==> src/rtl/tea_pkg.sv <==
// Shared types and constants for the tea streaming adapter.
package tea_pkg;

    localparam int TEA_NUM_STAGES = 4;

    typedef enum logic {
        ENCRYPT = 1'b0,
        DECRYPT = 1'b1
    } tea_mode_t;

    typedef enum logic [1:0] {
        RUN    = 2'd0,
        DRAIN  = 2'd1,
        SWITCH = 2'd2
    } adapter_state_t;

endpackage

==> src/rtl/tea_result_fifo.sv <==
// Result FIFO: extra-MSB pointers, the head word is visible on rdata_o whenever not empty.
module tea_result_fifo #(
    parameter int DEPTH = 8,
    parameter int WIDTH = 32
) (
    input  logic                       clk_i,
    input  logic                       rst_i,
    input  logic                       push_i,
    input  logic [WIDTH-1:0]           wdata_i,
    input  logic                       pop_i,
    output logic [WIDTH-1:0]           rdata_o,
    output logic                       full_o,
    output logic                       empty_o,
    output logic [$clog2(DEPTH):0]     count_o
);
    localparam int AW = $clog2(DEPTH);

    logic [AW:0]       wptr_q, rptr_q;
    logic [WIDTH-1:0]  mem_q [DEPTH];
    logic              do_push, do_pop;

    assign full_o  = (wptr_q[AW] != rptr_q[AW]) && (wptr_q[AW-1:0] == rptr_q[AW-1:0]);
    assign empty_o = (wptr_q == rptr_q);
    assign count_o = wptr_q - rptr_q;
    assign rdata_o = mem_q[rptr_q[AW-1:0]];

    assign do_push = push_i && !full_o;
    assign do_pop  = pop_i && !empty_o;

    always_ff @(posedge clk_i or posedge rst_i) begin
        if (rst_i) begin
            wptr_q <= '0;
            rptr_q <= '0;
        end else begin
            if (do_push) wptr_q <= wptr_q + 1'b1;
            if (do_pop)  rptr_q <= rptr_q + 1'b1;
        end
    end

    always_ff @(posedge clk_i) begin
        if (do_push) mem_q[wptr_q[AW-1:0]] <= wdata_i;
    end

endmodule

==> src/rtl/tea_stream_adapter.sv <==
// Valid/ready wrapper around the stall-free tea pipeline: credit-based issue,
// in-flight tracking shift register, result FIFO, and drain-before-reconfigure FSM.
module tea_stream_adapter
    import tea_pkg::*;
#(
    parameter int NUM_STAGES = TEA_NUM_STAGES,
    parameter int FIFO_DEPTH = 8
) (
    input  logic        clk,
    input  logic        rst,
    input  logic        s_valid,
    output logic        s_ready,
    input  logic [31:0] s_data,
    input  logic        s_mode,
    input  logic [63:0] cfg_key,
    output logic        m_valid,
    input  logic        m_ready,
    output logic [31:0] m_data,
    output logic        busy,
    output logic [31:0] tea_input_data,
    output logic        tea_mode,
    output logic [63:0] tea_encryption_key,
    input  logic [31:0] tea_output_data
);
    localparam int CW = $clog2(FIFO_DEPTH) + 1;
    localparam logic [CW:0] DEPTH_LIM = (CW+1)'(FIFO_DEPTH);

    adapter_state_t        state_q, state_d;
    tea_mode_t             cur_mode_q, cur_mode_d;
    logic [63:0]           key_q, key_d;
    logic [NUM_STAGES-1:0] vld_sr_q;
    logic [CW-1:0]         inflight, fifo_count;
    logic                  cfg_match, credit, fire, fifo_full, fifo_empty;

    always_comb begin
        inflight = '0;
        for (int i = 0; i < NUM_STAGES; i++) inflight = inflight + CW'(vld_sr_q[i]);
    end

    // Every accepted word is either in flight or queued, so this sum bounds FIFO occupancy.
    assign credit    = !fifo_full && (({1'b0, fifo_count} + {1'b0, inflight}) < DEPTH_LIM);
    assign cfg_match = (tea_mode_t'(s_mode) == cur_mode_q) && (cfg_key == key_q);
    assign s_ready   = !rst && (state_q == RUN) && cfg_match && credit;
    assign fire      = s_valid && s_ready;

    always_comb begin
        state_d    = state_q;
        cur_mode_d = cur_mode_q;
        key_d      = key_q;
        case (state_q)
            RUN:    if (s_valid && !cfg_match) state_d = DRAIN;
            DRAIN: begin
                if (inflight == '0) begin
                    cur_mode_d = tea_mode_t'(s_mode);
                    key_d      = cfg_key;
                    state_d    = SWITCH;
                end
            end
            SWITCH: state_d = RUN;
            default: state_d = RUN;
        endcase
    end

    always_ff @(posedge clk or posedge rst) begin
        if (rst) begin
            state_q    <= RUN;
            cur_mode_q <= ENCRYPT;
            key_q      <= '0;
            vld_sr_q   <= '0;
        end else begin
            state_q    <= state_d;
            cur_mode_q <= cur_mode_d;
            key_q      <= key_d;
            vld_sr_q   <= {vld_sr_q[NUM_STAGES-2:0], fire};
        end
    end

    tea_result_fifo #(
        .DEPTH (FIFO_DEPTH),
        .WIDTH (32)
    ) u_fifo (
        .clk_i   (clk),
        .rst_i   (rst),
        .push_i  (vld_sr_q[NUM_STAGES-1]),
        .wdata_i (tea_output_data),
        .pop_i   (m_valid && m_ready),
        .rdata_o (m_data),
        .full_o  (fifo_full),
        .empty_o (fifo_empty),
        .count_o (fifo_count)
    );

    assign m_valid            = !fifo_empty;
    assign busy               = (inflight != '0) || !fifo_empty || (state_q != RUN);
    assign tea_input_data     = s_data;
    assign tea_mode           = cur_mode_q;
    assign tea_encryption_key = key_q;

endmodule

==> config.mk <==
export PLATFORM = sky130hd
export DESIGN_NAME = tea_stream_adapter
export DESIGN_NICKNAME = d
export VERILOG_FILES = /design/src/rtl/tea_pkg.sv /design/src/rtl/tea_result_fifo.sv /design/src/rtl/tea_stream_adapter.sv
export SDC_FILE = /design/constraint.sdc
export NUM_CORES = 1
export LEC_CHECK = 0
export ABC_AREA = 1
export BUFFER_PORTS_ARGS = -buffer_cell sky130_fd_sc_hd__buf_2
export CORE_MARGIN = 5
export CORE_UTILIZATION = 26
export DETAILED_ROUTE_END_ITERATION = 10
export HOLD_SLACK_MARGIN = 0.15
export PLACE_DENSITY = 0.52
export SLEW_MARGIN = 5
export SYNTH_ARGS = -nofsm -noshare
export SYNTH_HDL_FRONTEND = slang
export SYNTH_HIERARCHICAL = 1
export SYNTH_SLANG_ARGS = --single-unit
==> constraint.sdc <==
create_clock -name clk -period 3.1 [get_ports clk]
set_input_delay 0.465 -clock clk [delete_from_list [all_inputs] [get_ports clk]]
set_output_delay 0.465 -clock clk [all_outputs]
set_load 0.01 [all_outputs]
After elaboration in Yosys (flattened, before gate mapping) --
Memory sizes are Yosys's and may differ from the RTL's. Index checks and enable logic that the tools add are counted.
Cells by class: add/sub/neg operators 7, order comparisons 1, equality and inequality tests 8, mux-type cells 5, reductions and logical operators 23
Operators by type and width (count):
- == test 64 bit | 1
- logical AND 1 bit | 11
- adder 4 x 1 -> 4 bit (second input constant) | 2
- adder 4 x 4 -> 5 bit | 1
- less-than comparator 5 x 4 -> 1 bit (second input constant) | 1
- adder 3 x 1 -> 4 bit | 1
- == test 4 bit | 1
- zero test 1 bit | 4
- zero test 4 bit | 1
- two-way mux 2 bit | 2
- case mux 2 bit (2 select lines) | 1
- AND reduction 2 bit | 2
- nonzero test 4 bit | 1
- subtractor 4 bit | 1
- adder 2 x 1 -> 3 bit | 1
- == test 3 bit | 1
- adder 1 x 1 -> 2 bit | 1
- == test 2 x 1 -> 1 bit (second input constant) | 1
- zero test 2 bit | 1
- logical OR 1 bit | 2
- two-way mux 1 bit | 2
- != test 2 x 1 -> 1 bit (second input constant) | 1
- != test 2 bit (second input constant) | 1
- nonzero test 2 bit | 1
- other kinds (2) | 2
Word-level totals: register bits 79, bits in writable memories 256, bits of input ports 133, output and inout bits 132, word-level logic and storage cells 51, memories 1
Memory list:
- u_fifo.mem_q | words 8, width 32, rd ports 1, clocked after Yosys merged registers in 0, write ports 1, RTL line tea_result_fifo.sv:19 | logic [WIDTH-1:0] mem_q [DEPTH];

Logic depth before layout (Yosys ltp) --
word-level depth 8, mapped depth 14, mapped depth without buffers 11

By module --
The synthesis kept the hierarchy.
By module, submodules not included:
- tea_result_fifo | times used 1, cells an instance 1206, area each 11846.4 um^2, sequential area each 7887.6 um^2
- tea_stream_adapter | times used 1, cells an instance 544, area each 4023.9 um^2, sequential area each 1776.7 um^2

Worst setup path after synthesis --
No wires, ideal clock.
path type flip-flop to flip-flop, from register u_fifo.rptr_q[1], to memory u_fifo.mem_q[2][0], enable pin, setup time 0.421 ns, arrival 2.891 ns, data required time 2.679 ns, path slack -0.212 ns, cell stages (with the launch flop) 11, path buffers 3, clock period less this slack 3.312 ns, cells stage by stage dfrtp_1 > buf_2 > inv_2 > buf_6 > buf_2 > ha_1 > nand2_1 > nor2_1 > nand2_1 > nand3_1 > nor2_1
Between the ends: cells in the longest elaborated chain, start to end 6
RTL lines:
- from (decl) | RTL line tea_result_fifo.sv:18 | logic [AW:0] wptr_q, rptr_q;
- from (signal assigned) | RTL line tea_result_fifo.sv:36 | if (do_pop) rptr_q <= rptr_q + 1'b1;
- == test 3 bit | RTL line tea_result_fifo.sv:22 | assign full_o = (wptr_q[AW] != rptr_q[AW]) && (wptr_q[AW-1:0] == rptr_q[AW-1:0]);
- logical AND 1 bit | RTL line tea_result_fifo.sv:22
- zero test 1 bit | RTL line tea_result_fifo.sv:27 | assign do_push = push_i && !full_o;
- logical AND 1 bit | RTL line tea_result_fifo.sv:27
- two-way mux 1 bit | RTL line tea_result_fifo.sv:41 | if (do_push) mem_q[wptr_q[AW-1:0]] <= wdata_i;
- two-way mux 1 bit (implied by the code) | RTL line tea_result_fifo.sv:41
- to (decl) | RTL line tea_result_fifo.sv:19
Every way passes these cells.

Worst setup path in the final report --
from register u_fifo.rptr_q[0], to register vld_sr_q[0]
Between the ends: cells in the longest elaborated chain, start to end 6, elaborated cells on any way between the ends 9, classes of those cells 2 x add/sub; 1 x order compare; 1 x eq/ne; 5 x reduce/logical
RTL lines:
- subtractor 4 bit | RTL line tea_result_fifo.sv:24 | assign count_o = wptr_q - rptr_q;
- net fifo_count[2] | RTL line tea_stream_adapter.sv:32 | logic [CW-1:0] inflight, fifo_count;
- adder 4 x 4 -> 5 bit | RTL line tea_stream_adapter.sv:41 | assign credit = !fifo_full && (({1'b0, fifo_count} + {1'b0, inflight}) < DEPTH_LIM);
- less-than comparator 5 x 4 -> 1 bit | RTL line tea_stream_adapter.sv:41
- logical AND 1 bit | RTL line tea_stream_adapter.sv:41
- logical AND 1 bit | RTL line tea_stream_adapter.sv:43 | assign s_ready = !rst && (state_q == RUN) && cfg_match && credit;
- logical AND 1 bit | RTL line tea_stream_adapter.sv:44 | assign fire = s_valid && s_ready;
- net fire | RTL line tea_stream_adapter.sv:33 | logic cfg_match, credit, fire, fifo_full, fifo_empty;
- to (signal assigned) | RTL line tea_stream_adapter.sv:74 | vld_sr_q <= {vld_sr_q[NUM_STAGES-2:0], fire};
- to (decl) | RTL line tea_stream_adapter.sv:31 | logic [NUM_STAGES-1:0] vld_sr_q;
The timed path passes the listed nets, and every way through them passes these cells. A chain may end at the register's enable or synchronous reset.

==> run_results.csv <==
group,metric,value,unit
placed_design,place.gp.congestion,0.837,
sta,period_share,104,%
yosys,yosys_most_used_dff,"edfxtp_1",
detailed_routing,antenna_left,0,
grt,grt_max_degree,134,
clock_tree,cts-root-buf,"clkbuf_16",
run_status,violations,"setup timing",
clock_tree,cts_sinks,335,
yosys,syn_area_per_cell,9.07,µm²
placed_design,dp_slack,0.161,ns
yosys,ys_seq_area_share,60.9,%
floorplan,start_util,26.3,%
yosys,synth_edf_count,256,
clock_tree,cts_tree,"built",
critical_path,cpMostUsedCell,"buf_4",
detailed_routing,drt_iter0_drc,455,
critical_path,r2r_slack,-0.14,ns
critical_path,critPathBufInv,9,
finish,drive_gt1_share,16.0,%
yosys,synthDistinctLibCells,24,
critical_path,worstSetupPathType,"reg -> reg",
power,seqPwrFrac,46.9,%
detailed_routing,route.detailed.drc,0,
yosys,synthTopCellsByCount,"706 x nand2_1, 327 x inv_1, 256 x edfxtp_1",
critical_path,start_kind,"register",
worst_hold_path,hp-start,"cfg_key[10]",
floorplan,ios,265,
sta,rsz0062_at_grt,"yes",
critical_path,r2r-start,"u_fifo/rptr_q[0]",
power,swShare,25.5,%
critical_path,end_kind,"register",
clock_tree,cts_made_buffers,41,
sta,worst_clock_skew,0.0157,ns
yosys,yosys_warnings,6,
grt,grt_pass1_vias,11700,
placed_design,hpwl,25.4,mm
grt,gr-total-overflow,0,
detailed_routing,wirelength,42.4,mm
floorplan,die-area,0.0661,mm²
sta,hold_viol_final,0,
sta,final_max_slew_viol_count,0,
critical_path,r2r-end,"vld_sr_q[0]",
flow_run,cap_violations,0,
clock_tree,ctsHtreeMaxLevel,2,
worst_hold_path,hp-class,"in -> reg",
clock_tree,clk_path_buf_depth,3,
power,powerDensity,585,mW/mm²
power,p_comb_share,12.1,%
critical_path,arrival,3.72,ns
detailed_routing,dr.pass1.iters,4,
yosys,synth_area_leaders,"edfxtp_1 48%, nand2_1 17%, dfrtp_1 12%",
detailed_routing,vias,11600,
grt,antenna_found_initial,3,
finish,nets,2140,
detailed_routing,wire_per_inst,15.1,µm
sta,whs,0.188,ns
power,p_switching,2.93,mW
floorplan,dieWidth,257,µm
yosys,ys_async_sr_fraction,23.6,%
clock_tree,clkLatencyLatePin,0.55,ns
floorplan,num_rows,90,
critical_path,crit_fanout,3,
grt,grt_use_total,12.4,%
power,ir_worst_vdd,0.406,mV
critical_path,max_stage_delay,0.54,ns
worst_hold_path,min_path_cells,3,
yosys,netlist_instances,1750,
sta,relSlewSlack,37.2,%
placed_design,numPortBuffers,200,
yosys,synth_nets,1894,
yosys,synth_most_common_cell,"nand2_1",
sta,finalSetupViolCount,2,
power,internal_power,8.55,mW
detailed_routing,viasPerCell,4.14,
sta,worstMarginPinSlew,0.943,ns
floorplan,die_h,257,µm
critical_path,crit_required,3.58,ns
worst_hold_path,min_to,"tea_encryption_key[10]",
yosys,synth_seq_cells,335,
critical_path,timing.critical_path.cells,"ha_1 > fa_1 > xnor2_1 > ha_1 > nor2_1 > nand2_1 > nor3_2 > nand4_1 > buf_4 > buf_4 > buf_4 > buf_4 > buf_4 > buf_4 > buf_4 > buf_4 > buf_4 > nor2_2",
critical_path,slowest_stage,"dfrtp_4",
run_status,status,"complete, but fails checks",
grt,grt_pass1_wl,65.3,mm
finish,num_antenna_cells,0,
yosys,yosys.area.top_type_share,48.4,%
sta,fin_crit,3.24,ns
sta,fin_ws,-0.138,ns
sta,clock.fmax,309,MHz
critical_path,cp_top_family,"buffers and inverters",
clock_tree,cts.reportedPaths.clkPinSlew,0.06,ns
critical_path,r2r_cells,18,
power,clock_power_share,41.0,%
finish,area_growth,23.7,%
power,power.leakage,9.35,nW
yosys,yosys.area.top_type,"edfxtp_1",
floorplan,coreArea,0.0604,mm²
finish,fillers,6195,
yosys,synth_area,0.0159,mm²
[registers in the layout (all words and copies together) (netlist names)]
register	cells
state_q	2
tea_encryption_key	64
vld_sr_q	4
u_fifo/mem_q	256
u_fifo/rptr_q	4
tea_mode	1
u_fifo/wptr_q	4
[power groups by stage]
stage	Clock, mW	Sequential (mW)	Combinational, mW
2_1_floorplan	0	5.54	0.665
3_3_place_gp	0	5.46	1.32
3_5_place_dp	0	5.46	1.36
4_1_cts	4.87	5.39	1.41
5_1_grt	5.02	5.43	1.57
6_report	4.70	5.39	1.39
[per-stage QoR]
stage / cells / TNS [ns] / util (%) / area [µm²] / power [mW]
6_report: 2808 / -0.261 / 32.5 / 19600 / 11.5
5_1_grt: 2808 / -0.687 / 32.5 / 19600 / 12.0
4_1_cts: 2807 / -0.364 / 32.4 / 19600 / 11.7
3_5_place_dp: 2663 / 0 / 29.0 / 17500 / 6.82
3_3_place_gp: 2663 / 0 / 29.0 / 17500 / 6.78
2_1_floorplan: 1750 / -40.19 / - / 15900 / 6.21
[worst max-delay path by stage]
stage	slack (ns)	depth (start not counted)	endpoint	startpoint
after floorplan	-0.21	10	u_fifo/mem_q[2][0]	u_fifo/rptr_q[1]
after global placement	0.17	12	s_ready	vld_sr_q[0]
after detailed placement	0.16	12	s_ready	vld_sr_q[0]
after CTS	-0.21	12	s_ready	vld_sr_q[3]
after global routing	-0.32	12	s_ready	vld_sr_q[0]
final	-0.14	18	vld_sr_q[0]	u_fifo/rptr_q[0]
[routing by layer]
layer  wire [µm]  vias up  global-route usage, %  part of all wire, %
met5          13        -                      0                0.031
met4        1020        2                   3.44                  2.4
met3        2990       78                   3.94                  7.1
met2       20000      306                   21.1                   47
met1       18400     5426                   15.1                   43
li1            -     5821                      -                    -
[area by class of cell]
| class | count | area (µm²) | share of cell area (%) |
|---|---|---|---|
| multi-input cells | 987 | 4400 | 22.4 |
| clock buffers | 49 | 1060 | 5.38 |
| well taps | 782 | 978 | 4.98 |
| clock inverters | 24 | 250 | 1.27 |
| repair buffers | 301 | 2030 | 10.4 |
| flip-flops and latches | 335 | 9670 | 49.3 |
| inverters | 330 | 1240 | 6.32 |
[cell families after synthesis]
kind of cell    synth area share, %
flops                          60.9
buf+inv                        12.1
xor+xnor                       2.54
fa+ha+maj                     0.962
compound gates                0.725
simple gates                   22.8
[worst min-delay path: cells and delay by family]
kind / cells / cell delay [ns]
buffers and inverters: 1 / 0.11
AND/OR/NAND/NOR: 2 / 0.12
[cells in the final DEF (no fill, tap or decap), types with 6 or more instances in the layout]
cell type / n
clkbuf_16: 42
dlygate4sd3_1: 62
nand3_1: 143
nor2_4: 8
inv_1: 323
clkinv_2: 8
buf_2: 199
ha_1: 6
xnor2_1: 37
buf_4: 31
clkinv_1: 7
clkbuf_1: 8
dfrtp_1: 76
xor2_1: 9
nor2_1: 39
edfxtp_1: 256
nand2_1: 706
inv_2: 6
o21ai_0: 22
[timing repair]
| item | 4_1_cts | 5_1_grt |
|---|---|---|
| hold endpoints to repair | 100 | 0 |
| hold buffers | 62 | 0 |
| setup buffers | 9 | 0 |
| resized for setup | 11 | 5 |
| pin swaps | 4 | 5 |
| setup endpoints to repair | 3 | 11 |
| cloned | 0 | 1 |
Power figures use the tool's default switching activity.
